<file path="src/rtl/lsu_arbiter.sv">
// ---------------------------------------------------------------------------
// lsu_arbiter
//
// Purpose:
//   Shares one 8-bit memory bus between the instruction scheduler and the
//   read-modify-write (RMW) unit. One request is in flight at a time. Each
//   request is an 8-bit or 16-bit load or store. A 16-bit access is split
//   into two byte beats: the low byte at adr, then the high byte at adr+1.
//   Loads return their data through a one-cycle writeback pulse. The tag on
//   that pulse tells the caller which requester and station the data is for.
//
// Ports:
//   clk, a_rst            clock (rising edge), asynchronous active-high reset
//   sq_*                  scheduler request (start/cmd/width/tag/adr/wdata)
//   sq_wait               scheduler request not taken this cycle
//   rmw_*                 RMW-unit request (start/cmd/width/adr/wdata)
//   rmw_wait              RMW request not taken this cycle
//   mem_adr/rd/wr/dout    byte-wide memory bus outputs
//   mem_din, mem_ready    byte-wide memory bus inputs
//   lsu_data_in/tag/wb    load writeback (tag[1]=source, tag[0]=station tag)
// ---------------------------------------------------------------------------
module lsu_arbiter (
  input  logic        clk,
  input  logic        a_rst,
  input  logic        sq_start,
  input  logic        sq_cmd,
  input  logic        sq_width,
  input  logic        sq_tag,
  input  logic [15:0] sq_adr,
  input  logic [15:0] sq_wdata,
  output logic        sq_wait,
  input  logic        rmw_start,
  input  logic        rmw_cmd,
  input  logic        rmw_width,
  input  logic [15:0] rmw_adr,
  input  logic [15:0] rmw_wdata,
  output logic        rmw_wait,
  output logic [15:0] mem_adr,
  output logic        mem_rd,
  output logic        mem_wr,
  output logic [7:0]  mem_dout,
  input  logic [7:0]  mem_din,
  input  logic        mem_ready,
  output logic [15:0] lsu_data_in,
  output logic [1:0]  lsu_data_tag,
  output logic        lsu_data_wb
);

  typedef enum logic [1:0] {
    ST_IDLE = 2'd0,
    ST_LO   = 2'd1,
    ST_HI   = 2'd2,
    ST_WB   = 2'd3
  } state_t;

  state_t      state_q, state_d;
  logic        last_grant_q, last_grant_d;
  logic        hold_cmd_q, hold_cmd_d;
  logic        hold_width_q, hold_width_d;
  logic [15:0] hold_adr_q, hold_adr_d;
  logic [7:0]  hold_wdata_hi_q, hold_wdata_hi_d;
  logic [1:0]  hold_tag_q, hold_tag_d;
  logic [7:0]  data_lo_q, data_lo_d;
  logic [15:0] mem_adr_q, mem_adr_d;
  logic        mem_rd_q, mem_rd_d;
  logic        mem_wr_q, mem_wr_d;
  logic [7:0]  mem_dout_q, mem_dout_d;
  logic [15:0] lsu_data_in_q, lsu_data_in_d;
  logic [1:0]  lsu_data_tag_q, lsu_data_tag_d;
  logic        lsu_data_wb_q, lsu_data_wb_d;

  logic        is_idle;
  logic        grant_sq;
  logic        grant_rmw;
  logic        accept;
  logic        sel_cmd;
  logic        sel_width;
  logic [15:0] sel_adr;
  logic [15:0] sel_wdata;
  logic [1:0]  sel_tag;

  // last_grant_q = 1 means the RMW unit won the previous grant. On a tie,
  // the scheduler therefore wins whenever last_grant_q is set.
  assign is_idle   = (state_q == ST_IDLE);
  assign grant_sq  = sq_start & (~rmw_start | last_grant_q);
  assign grant_rmw = rmw_start & ~grant_sq;
  assign accept    = is_idle & (grant_sq | grant_rmw);

  assign sq_wait   = sq_start  & ~(is_idle & grant_sq);
  assign rmw_wait  = rmw_start & ~(is_idle & grant_rmw);

  assign sel_cmd   = grant_sq ? sq_cmd   : rmw_cmd;
  assign sel_width = grant_sq ? sq_width : rmw_width;
  assign sel_adr   = grant_sq ? sq_adr   : rmw_adr;
  assign sel_wdata = grant_sq ? sq_wdata : rmw_wdata;
  assign sel_tag   = grant_sq ? {1'b0, sq_tag} : 2'b10;

  // Next-state logic. Bus outputs are computed one edge early so that they
  // come straight from flops and are valid for the whole state they belong to.
  // The low data byte never needs holding, so its flop is not kept: mem_dout
  // is loaded at acceptance and only the high byte is saved for the HI beat.
  always_comb begin
    state_d         = state_q;
    last_grant_d    = last_grant_q;
    hold_cmd_d      = hold_cmd_q;
    hold_width_d    = hold_width_q;
    hold_adr_d      = hold_adr_q;
    hold_wdata_hi_d = hold_wdata_hi_q;
    hold_tag_d      = hold_tag_q;
    data_lo_d       = data_lo_q;
    mem_adr_d       = mem_adr_q;
    mem_rd_d        = mem_rd_q;
    mem_wr_d        = mem_wr_q;
    mem_dout_d      = mem_dout_q;
    lsu_data_in_d   = lsu_data_in_q;
    lsu_data_tag_d  = lsu_data_tag_q;
    lsu_data_wb_d   = 1'b0;

    case (state_q)
      ST_IDLE: begin
        mem_rd_d = 1'b0;
        mem_wr_d = 1'b0;
        if (accept) begin
          state_d         = ST_LO;
          last_grant_d    = grant_rmw;
          hold_cmd_d      = sel_cmd;
          hold_width_d    = sel_width;
          hold_adr_d      = sel_adr;
          hold_wdata_hi_d = sel_wdata[15:8];
          hold_tag_d      = sel_tag;
          mem_adr_d       = sel_adr;
          mem_rd_d        = ~sel_cmd;
          mem_wr_d        = sel_cmd;
          mem_dout_d      = sel_wdata[7:0];
        end
      end

      ST_LO: begin
        if (mem_ready) begin
          if (!hold_cmd_q) begin
            data_lo_d = mem_din;
          end
          if (hold_width_q) begin
            // The address wraps from 0xFFFF to 0x0000 through 16-bit overflow.
            state_d    = ST_HI;
            mem_adr_d  = hold_adr_q + 16'd1;
            mem_dout_d = hold_wdata_hi_q;
          end else if (!hold_cmd_q) begin
            state_d        = ST_WB;
            mem_rd_d       = 1'b0;
            lsu_data_wb_d  = 1'b1;
            lsu_data_in_d  = {8'h00, mem_din};
            lsu_data_tag_d = hold_tag_q;
          end else begin
            state_d  = ST_IDLE;
            mem_wr_d = 1'b0;
          end
        end
      end

      ST_HI: begin
        if (mem_ready) begin
          mem_rd_d = 1'b0;
          mem_wr_d = 1'b0;
          if (!hold_cmd_q) begin
            state_d        = ST_WB;
            lsu_data_wb_d  = 1'b1;
            lsu_data_in_d  = {mem_din, data_lo_q};
            lsu_data_tag_d = hold_tag_q;
          end else begin
            state_d = ST_IDLE;
          end
        end
      end

      ST_WB: begin
        state_d = ST_IDLE;
      end

      default: begin
        state_d = ST_IDLE;
      end
    endcase
  end

  // All state and registered outputs. Reset clears the bus and the writeback
  // port at once, which aborts any access in flight without a writeback.
  always_ff @(posedge clk or posedge a_rst) begin
    if (a_rst) begin
      state_q         <= ST_IDLE;
      last_grant_q    <= 1'b1;
      hold_cmd_q      <= 1'b0;
      hold_width_q    <= 1'b0;
      hold_adr_q      <= 16'h0000;
      hold_wdata_hi_q <= 8'h00;
      hold_tag_q      <= 2'b00;
      data_lo_q       <= 8'h00;
      mem_adr_q       <= 16'h0000;
      mem_rd_q        <= 1'b0;
      mem_wr_q        <= 1'b0;
      mem_dout_q      <= 8'h00;
      lsu_data_in_q   <= 16'h0000;
      lsu_data_tag_q  <= 2'b00;
      lsu_data_wb_q   <= 1'b0;
    end else begin
      state_q         <= state_d;
      last_grant_q    <= last_grant_d;
      hold_cmd_q      <= hold_cmd_d;
      hold_width_q    <= hold_width_d;
      hold_adr_q      <= hold_adr_d;
      hold_wdata_hi_q <= hold_wdata_hi_d;
      hold_tag_q      <= hold_tag_d;
      data_lo_q       <= data_lo_d;
      mem_adr_q       <= mem_adr_d;
      mem_rd_q        <= mem_rd_d;
      mem_wr_q        <= mem_wr_d;
      mem_dout_q      <= mem_dout_d;
      lsu_data_in_q   <= lsu_data_in_d;
      lsu_data_tag_q  <= lsu_data_tag_d;
      lsu_data_wb_q   <= lsu_data_wb_d;
    end
  end

  assign mem_adr      = mem_adr_q;
  assign mem_rd       = mem_rd_q;
  assign mem_wr       = mem_wr_q;
  assign mem_dout     = mem_dout_q;
  assign lsu_data_in  = lsu_data_in_q;
  assign lsu_data_tag = lsu_data_tag_q;
  assign lsu_data_wb  = lsu_data_wb_q;

endmodule

</file>
<file path="config.mk">
export PLATFORM = sky130hd
export DESIGN_NAME = lsu_arbiter
export DESIGN_NICKNAME = d
export VERILOG_FILES = /design/src/rtl/lsu_arbiter.sv
export SDC_FILE = /design/constraint.sdc
export NUM_CORES = 1
export LEC_CHECK = 0
export CAP_MARGIN = 20
export CORE_UTILIZATION = 35
export CTS_CLUSTER_SIZE = 25
export DETAILED_ROUTE_END_ITERATION = 16
export HOLD_SLACK_MARGIN = 0.12
export MAX_ROUTING_LAYER = met4
export SYNTH_ARGS = -nofsm -noshare
export SYNTH_HDL_FRONTEND = slang
export SYNTH_SLANG_ARGS = --single-unit
</file>
<file path="constraint.sdc">
create_clock -name clk -period 5 [get_ports clk]
set_input_delay 0.75 -clock clk [delete_from_list [all_inputs] [get_ports clk]]
set_output_delay 0.75 -clock clk [all_outputs]
set_load 0.01 [all_outputs]
</file>
After elaboration in Yosys (flattened, before gate mapping) --
Index checks and enable logic that the tools add are counted.
Storage, ports and cells: latch bits 0, bits in read-only memories 0, memories 0, input port bits 82, bits in writable memories 0, logic and storage cells 100, register bits after elaboration 84
Cells by class: mux-type cells 46, magnitude comparators 0, add/subtract/negate cells 1, shift operators 0, div/mod/pow operators 0, reduce and logical (&&, ||, !) cells 12, multipliers 0, bitwise gates (word level) 15, eq/ne operators 11
Operators by type and width (number):
- $mux 16 | 10
- $pmux 16 s2 | 2
- $mux 8 | 3
- $mux 2 | 10
- $add 16x1->16 const B | 1
- $pmux 8 s2 | 1
- $mux 1 | 15
- $ne 2x2->1 const B | 7
- $reduce_and 5->1 | 2
- $pmux 2 s4 | 1
- $reduce_and 4->1 | 2
- $and 1x1->1 | 7
- $not 1->1 | 6
- $pmux 1 s3 | 2
- $reduce_and 3->1 | 2
- $reduce_and 6->1 | 1
- $eq 2x2->1 const B | 2
- $pmux 2 s2 | 1
- $reduce_bool 2->1 | 2
- $reduce_bool 3->1 | 1
- $eq 2x1->1 const B | 1
- $logic_not 2->1 | 1
- $ne 2x1->1 const B | 1
- $or 1x1->1 | 2
- 2 further kinds | 2

Longest topological paths before layout --
Gate-level depths: netlist of run 1.
depth after elaboration 9, mapped depth 9, mapped depth without buffers 6

Least setup slack after synthesis of run 1 --
Ideal clock, no wire load.
path kind input -> output, start input rmw_start, end output rmw_wait, buffers on the path 3, stages 6, arrival 1671 ps, setup slack 2579 ps, required time 4250 ps, cell sequence nand2b_1 buf_2 nand2_4 buf_4 buf_4 a21boi_0
On the way: longest elaborated chain between the ends 8
RTL lines:
- from (decl) | line 32 | input logic rmw_start,
- $not 1->1 | line 85 | assign grant_sq = sq_start & (~rmw_start | last_grant_q);
- $or 1x1->1 | line 85
- $and 1x1->1 | line 85
- $not 1->1 | line 86 | assign grant_rmw = rmw_start & ~grant_sq;
- $and 1x1->1 | line 86
- $and 1x1->1 | line 90 | assign rmw_wait = rmw_start & ~(is_idle & grant_rmw);
- $not 1->1 | line 90
- $and 1x1->1 * | line 90
- to (decl) | line 37 | output logic rmw_wait,
Every way passes the cells marked *; elsewhere a longest branch is shown, timed or not.

Final worst setup path of run 1 --
start input sq_start, end output rmw_wait
On the way: longest elaborated chain between the ends 6
RTL lines:
- from (decl) | line 25 | input logic sq_start,
- $and 1x1->1 | line 85
- $not 1->1 | line 86
- $and 1x1->1 | line 86
- $and 1x1->1 | line 90
- $not 1->1 | line 90
- $and 1x1->1 | line 90
No other way between the ends.

==> results of run 1 <==
registers in the layout, indices dropped and copies added (netlist names), 8 cells and up:
name	flops
hold_adr_q	16
lsu_data_in	16
mem_adr	16
data_lo_q	8
hold_wdata_hi_q	8
mem_dout	8
final timing paths:
check	from	endpoint	slack [ns]
min	hold_tag_q[0]$_DFFE_PP0P_	hold_tag_q[0]$_DFFE_PP0P_	0.48
max	sq_start	rmw_wait	1.41
min reg2reg	hold_tag_q[0]$_DFFE_PP0P_	hold_tag_q[0]$_DFFE_PP0P_	0.48
min in group asynchronous	a_rst	mem_adr[2]$_DFFE_PP0P_	0.81
max reg2reg	state_q[1]$_DFFE_PP0P_	mem_adr[14]$_DFFE_PP0P_	2.25
max in group asynchronous	a_rst	hold_tag_q[1]$_DFFE_PP0P_	3.14
synth_stat cells (2+ instances only):
master	number
nor4_1	10
mux2i_1	23
nor3_1	9
and3_1	20
nor2b_1	5
o311ai_1	3
ha_1	5
a21boi_0	3
nand4_4	2
xnor2_1	3
a211o_1	2
dfrtp_1	83
o31ai_1	18
buf_4	2
a211oi_1	21
buf_6	2
nand2_1	77
o21a_1	3
a21oi_1	19
nand4_1	2
a31oi_1	3
o21ai_1	12
nand3_1	7
mux2_2	11
a21o_1	4
clkbuf_1	14
inv_1	13
o31a_2	3
buf_2	14
nor2_1	14
o21ai_0	36
xor2_1	2
per-stage QoR:
stage	power, uW	utilization	worst slack (ns)	cells
2_1_floorplan	2310	-	2.09	460
3_5_place_dp	2980	0.477	1.36	730
3_3_place_gp	2930	0.477	1.35	730
5_1_grt	3930	0.503	1.28	747
4_1_cts	3670	0.501	1.35	746
6_report	3630	0.503	1.41	747
worst min-delay path: stages, from the launching register on:
cell     delay, ns
dfrtp_1       0.34
nand2_1       0.05
nand2_1       0.05
power breakdown:
group          internal, uW  switching, uW  total, uW
clock                   400            272        673
sequential             1010            238       1250
combinational           801            912       1710
placed cells by master (no fill, tap or decap), types with 11 or more instances in the layout:
master | netlist | layout
mux2i_1 | 23 | 23
clkdlybuf4s50_1 | 0 | 128
a211oi_1 | 21 | 21
dfrtp_1 | 83 | 83
nor2_1 | 14 | 14
o31ai_1 | 18 | 18
nand2_1 | 77 | 77
mux2_2 | 11 | 11
a21oi_1 | 19 | 19
o21ai_0 | 36 | 36
inv_1 | 13 | 12
and3_1 | 20 | 20
area by class of cell:
cell class                      count  area, sq um
Fill cell                        1133         6050
Multi-Input combinational cell    331         2110
Sequential cell                    84         2100
Timing Repair Buffer              135         1340
Clock buffer                       10          239
Tap cell                          168          210
Clock inverter                      6         62.6
Inverter                           13         50.0
kinds of logic after synthesis:
logic type,count (synthesis)
muxes,34
and+or+nand+nor,153
DFF,84
buffers and inverters,45
adders and majority gates,5
xor gates and xnor gates,5
AOI/OAI and AO/OA,134
routing by layer:
metal  GRT usage  vias to the layer above
met5           -                        -
met1       0.251                     1783
met4      0.0710                        0
met3      0.0439                        8
met2       0.290                      110
li1            -                     1890
==> results.ini, run 1 <==
[status]
status=finished, final reports clean

[placed_design]
numPortBuffers=128
place_congestion=0.782
hpwlAfterDp_mm=8.17
place_area_sq_mm=0.00580

[power_and_ir_drop]
p_per_area_mw_per_mm2=594
leakage_uw=0.00258
vdd_drop_max_v=0.000197

[sta]
final.min_clock_period_ns=3.59
finClkSkew_ns=0.00542
post-route-period-util=0.719
tightest_slew_ns=0.955
max_freq_mhz=278
final-hold-violation-count=0
grt_setup_unrepaired=false
setup_viol=0
fin_tns_setup_ns=0
max_slew_margin=0.364
hold-worst-slack_ns=0.475
slew_viol_final=0

[clock_network]
cts-resized-gates=0
clkTransAtPathRegs_ns=0.06
cts_setup_buffers=0
clkLatencyLatePin_ns=0.34
clock-root-buffer=clkbuf_16
cts_tree=yes
hold_buffers=0
ctsLongestPathBuffers=2
h-tree-depth=3
cts_buffers=9
clock_sinks=84

[die]
initial_core_util=0.362
coreArea_sq_mm=0.0122
die-area_sq_mm=0.0130
io_pins=129
die_w_um=114
die-height_um=114
rows=40

[min_path]
min_path_type=reg2reg
min_path_cells=2

[final_layout]
area_growth_pct=38.8
antenna_cells=0
drive_above_1_share=0.0829
fin_nets=661
fin_area_sq_mm=0.00611

[critical_path]
path_max_fanout=41
setup.worst_path.class=in2out
arrival_ns=2.84
cp-end-kind=output pin
cpPeakStageDelay_ns=0.59
reg2reg_depth=8
path_cells=clkdlybuf4s50_1 > buf_4 > nand2_4 > a21boi_0 > clkdlybuf4s50_1
crit_cells=5
crit_required_ns=4.25
cp-start-kind=input pin
crit_path_frequent_cell=clkdlybuf4s50_1
worst_path_max_delay_cell=clkdlybuf4s50_1
path_delay_family=buffers and inverters
crit_buf_inv=3

[synthesis]
synth_top_family_by_area=compound AO/OA/AOI/OAI gates
synth_top_cell_by_area=dfrtp_1
synth.area.mux_share=0.0804
synthXorXnorAreaFrac=0.00995
synthCells=460
synthSimpleGateAreaFrac=0.175
synth_top_cells_by_area=dfrtp_1 (47%), nand2_1 (6.6%), mux2i_1 (5.2%), o21ai_0 (4.1%), a211oi_1 (3.6%)
synth_compound_area_frac=0.196
ys_seq_elements=84
synth_ff_type=dfrtp_1
synthDistinctLibCells=47
yosysSeqAreaShare=0.478
synth.avg_cell_area_sq_um=9.57
synthArstFlopShare=1.00
yosysTopAreaCellShare=0.472
synthAdderAreaFrac=0.0142
ys_warn_count=0
synth_enable_flop_cells=0
syn_nets=547
syn_area_sq_mm=0.00440

[routing]
wl_met3_um=634
antenna_left=0
dr.pass1.iters=4
wl_per_cell_um=15.4
routed.top_layer=met4
wl_met1_mm=5.15
drc=0
routed_wirelength_mm=11.5
vias=3791
drt_iter0_markers=184
avgViaCountPerCell=5.07
route.met2.wl_mm=5.55

[global_routing]
grt_pass1_wl_mm=18.8
antenna_found_initial=0
grt_pass1_vias=3726
grt_start_max_net_pins=51
gr-usage-all-layers=0.192
overflow=0

[job]
max_cap_violations=0

No activity file was read; power rests on OpenSTA's default activity.
==> inputs of run 2 (changes only) <==
Clock period 5 ns to 3.1 ns, I/O delays scaled along.
==> run 2 against run 1 <==
  * Utilization is 0.75 points higher
  * Sequential share of layout area is 0.51 points lower
  * Clock power is 78% higher
==> results.ini, run 2 (synthesis results as in run 1) <==
[die]
io_pins=129  ; unchanged
initial_core_util=0.362  ; unchanged
rows=40  ; unchanged
die-height_um=114  ; unchanged
coreArea_sq_mm=0.0122  ; unchanged
die-area_sq_mm=0.0130  ; unchanged
die_w_um=114  ; unchanged

[critical_path]
setup.worst_path.class=in2out
crit_path_end=rmw_wait
r2r_slack_ns=0.62  ; -1.63 ns
cp-startpoint=rmw_start
reg2reg_from=state_q[1]$_DFFE_PP0P_
arrival_ns=2.25  ; -0.59 ns
cp-start-kind=input pin
crit_required_ns=2.63  ; -1.62 ns
path_max_fanout=7  ; -83%
timing.rr.end=mem_adr[15]$_DFFE_PP0P_
reg2reg_depth=6  ; -2
cp-end-kind=output pin

[power_and_ir_drop]
vdd_drop_max_v=0.000388  ; +97%
leakage_uw=0.00262  ; +1.8%
p_per_area_mw_per_mm2=970  ; +63%
power_uw=6020  ; +66%

[routing]
antenna_left=0  ; unchanged
wl_per_cell_um=15.0  ; -2.4%
drt_iter0_markers=179  ; -2.7%
drc=0  ; unchanged
routed_wirelength_mm=11.3  ; -1.6%
dr.pass1.iters=6  ; +2
avgViaCountPerCell=5.02  ; -1.1%
vias=3780  ; -0.29%

[clock_network]
cts-resized-gates=0  ; unchanged
clock_sinks=84  ; unchanged
h-tree-depth=3  ; unchanged
ctsLongestPathBuffers=2  ; unchanged
cts_setup_buffers=0  ; unchanged
hold_buffers=0  ; unchanged
cts_buffers=9  ; unchanged
clkLatencyLatePin_ns=0.34  ; about the same
cts_tree=yes
clock-root-buffer=clkbuf_16
clkTransAtPathRegs_ns=0.06  ; about the same

[global_routing]
overflow=0  ; unchanged
grt_pass1_vias=3731  ; +0.13%
grt_pass1_wl_mm=18.6  ; -1.4%
antenna_found_initial=0  ; unchanged
grt_start_max_net_pins=47  ; -7.8%
gr-usage-all-layers=0.187  ; -0.00460

[placed_design]
numPortBuffers=128  ; unchanged
hpwlAfterDp_mm=8.28  ; +1.3%
place_congestion=0.742  ; -5.1%
pre_cts_ws_ns=0.361  ; -0.995 ns

[min_path]
min_path_type=reg2reg

[sta]
finClkSkew_ns=0.00446  ; -0.000963 ns
grt_setup_unrepaired=false
layout_setup_ws_ns=0.385  ; -1.02 ns
hold-worst-slack_ns=0.475  ; -0.000132 ns
max_freq_mhz=368
max_slew_margin=0.531  ; +0.168
final-hold-violation-count=0  ; unchanged
tightest_slew_ns=0.703  ; -0.251 ns
post-route-period-util=0.876
final.min_clock_period_ns=2.71
slew_viol_final=0  ; unchanged
setup_viol=0  ; unchanged
fin_tns_setup_ns=0  ; unchanged

[final_layout]
fin_nets=667  ; +0.91%
area_growth_pct=40.9
layout_commonest_cell=clkdlybuf4s50_1
antenna_cells=0  ; unchanged
final_cell_mix=clkdlybuf4s50_1 (128), dfrtp_1 (83), nand2_1 (77), o21ai_0 (36), mux2i_1 (23)
drive_above_1_share=0.0923  ; +0.00941

[status]
status=finished, final reports clean

[job]
max_cap_violations=0  ; unchanged

[run 2: layout make-up]
cell class	count	area, sq um
Fill cell	1130	5960
Multi-Input combinational cell	331	2110
Sequential cell	84	2100
Timing Repair Buffer	141	1400
Clock buffer	11	253
Tap cell	168	210
Clock inverter	5	82.6
Inverter	13	50.0
[run 2: layer usage]
layer	routed length, um	GRT usage	up-vias
li1	-	-	1900
met1	5260	0.241	1770
met2	5320	0.294	97
met3	542	0.0339	13
met4	189	0.0727	0
met5	0	-	-
[run 2: report_power, final]
part | switching, uW | internal [uW]
registers | 384 | 1630
clock network | 443 | 753
logic | 1470 | 1340
total | 2300 | 3720
[run 2: metrics by stage]
step                      instance area, sq um  utilization  instances
after floorplan                           4400            -        460
after global placement                    5850        0.481        736
final                                     6200        0.510        753
after CTS                                 6190        0.509        752
after global routing                      6200        0.510        753
after detailed placement                  5850        0.481        736
[run 2: critical path: stages]
cell and delay (ns):
clkdlybuf4s50_1 0.57, nand2b_1 0.33, nand2_4 0.07, a21boi_0 0.23, clkdlybuf4s50_1 0.58
[run 2: worst min-delay path by stage]
stage | to | cells after the start | from
after floorplan | hold_tag_q[0]$_DFFE_PP0P_ | 2 | hold_tag_q[0]$_DFFE_PP0P_
after global placement | lsu_data_in[10]$_DFFE_PP0P_ | 2 | lsu_data_in[10]$_DFFE_PP0P_
after detailed placement | mem_dout[6]$_DFFE_PP0P_ | 2 | mem_dout[6]$_DFFE_PP0P_
after CTS | mem_dout[6]$_DFFE_PP0P_ | 2 | mem_dout[6]$_DFFE_PP0P_
after global routing | lsu_data_in[7]$_DFFE_PP0P_ | 2 | lsu_data_in[7]$_DFFE_PP0P_
final | lsu_data_in[7]$_DFFE_PP0P_ | 2 | lsu_data_in[7]$_DFFE_PP0P_
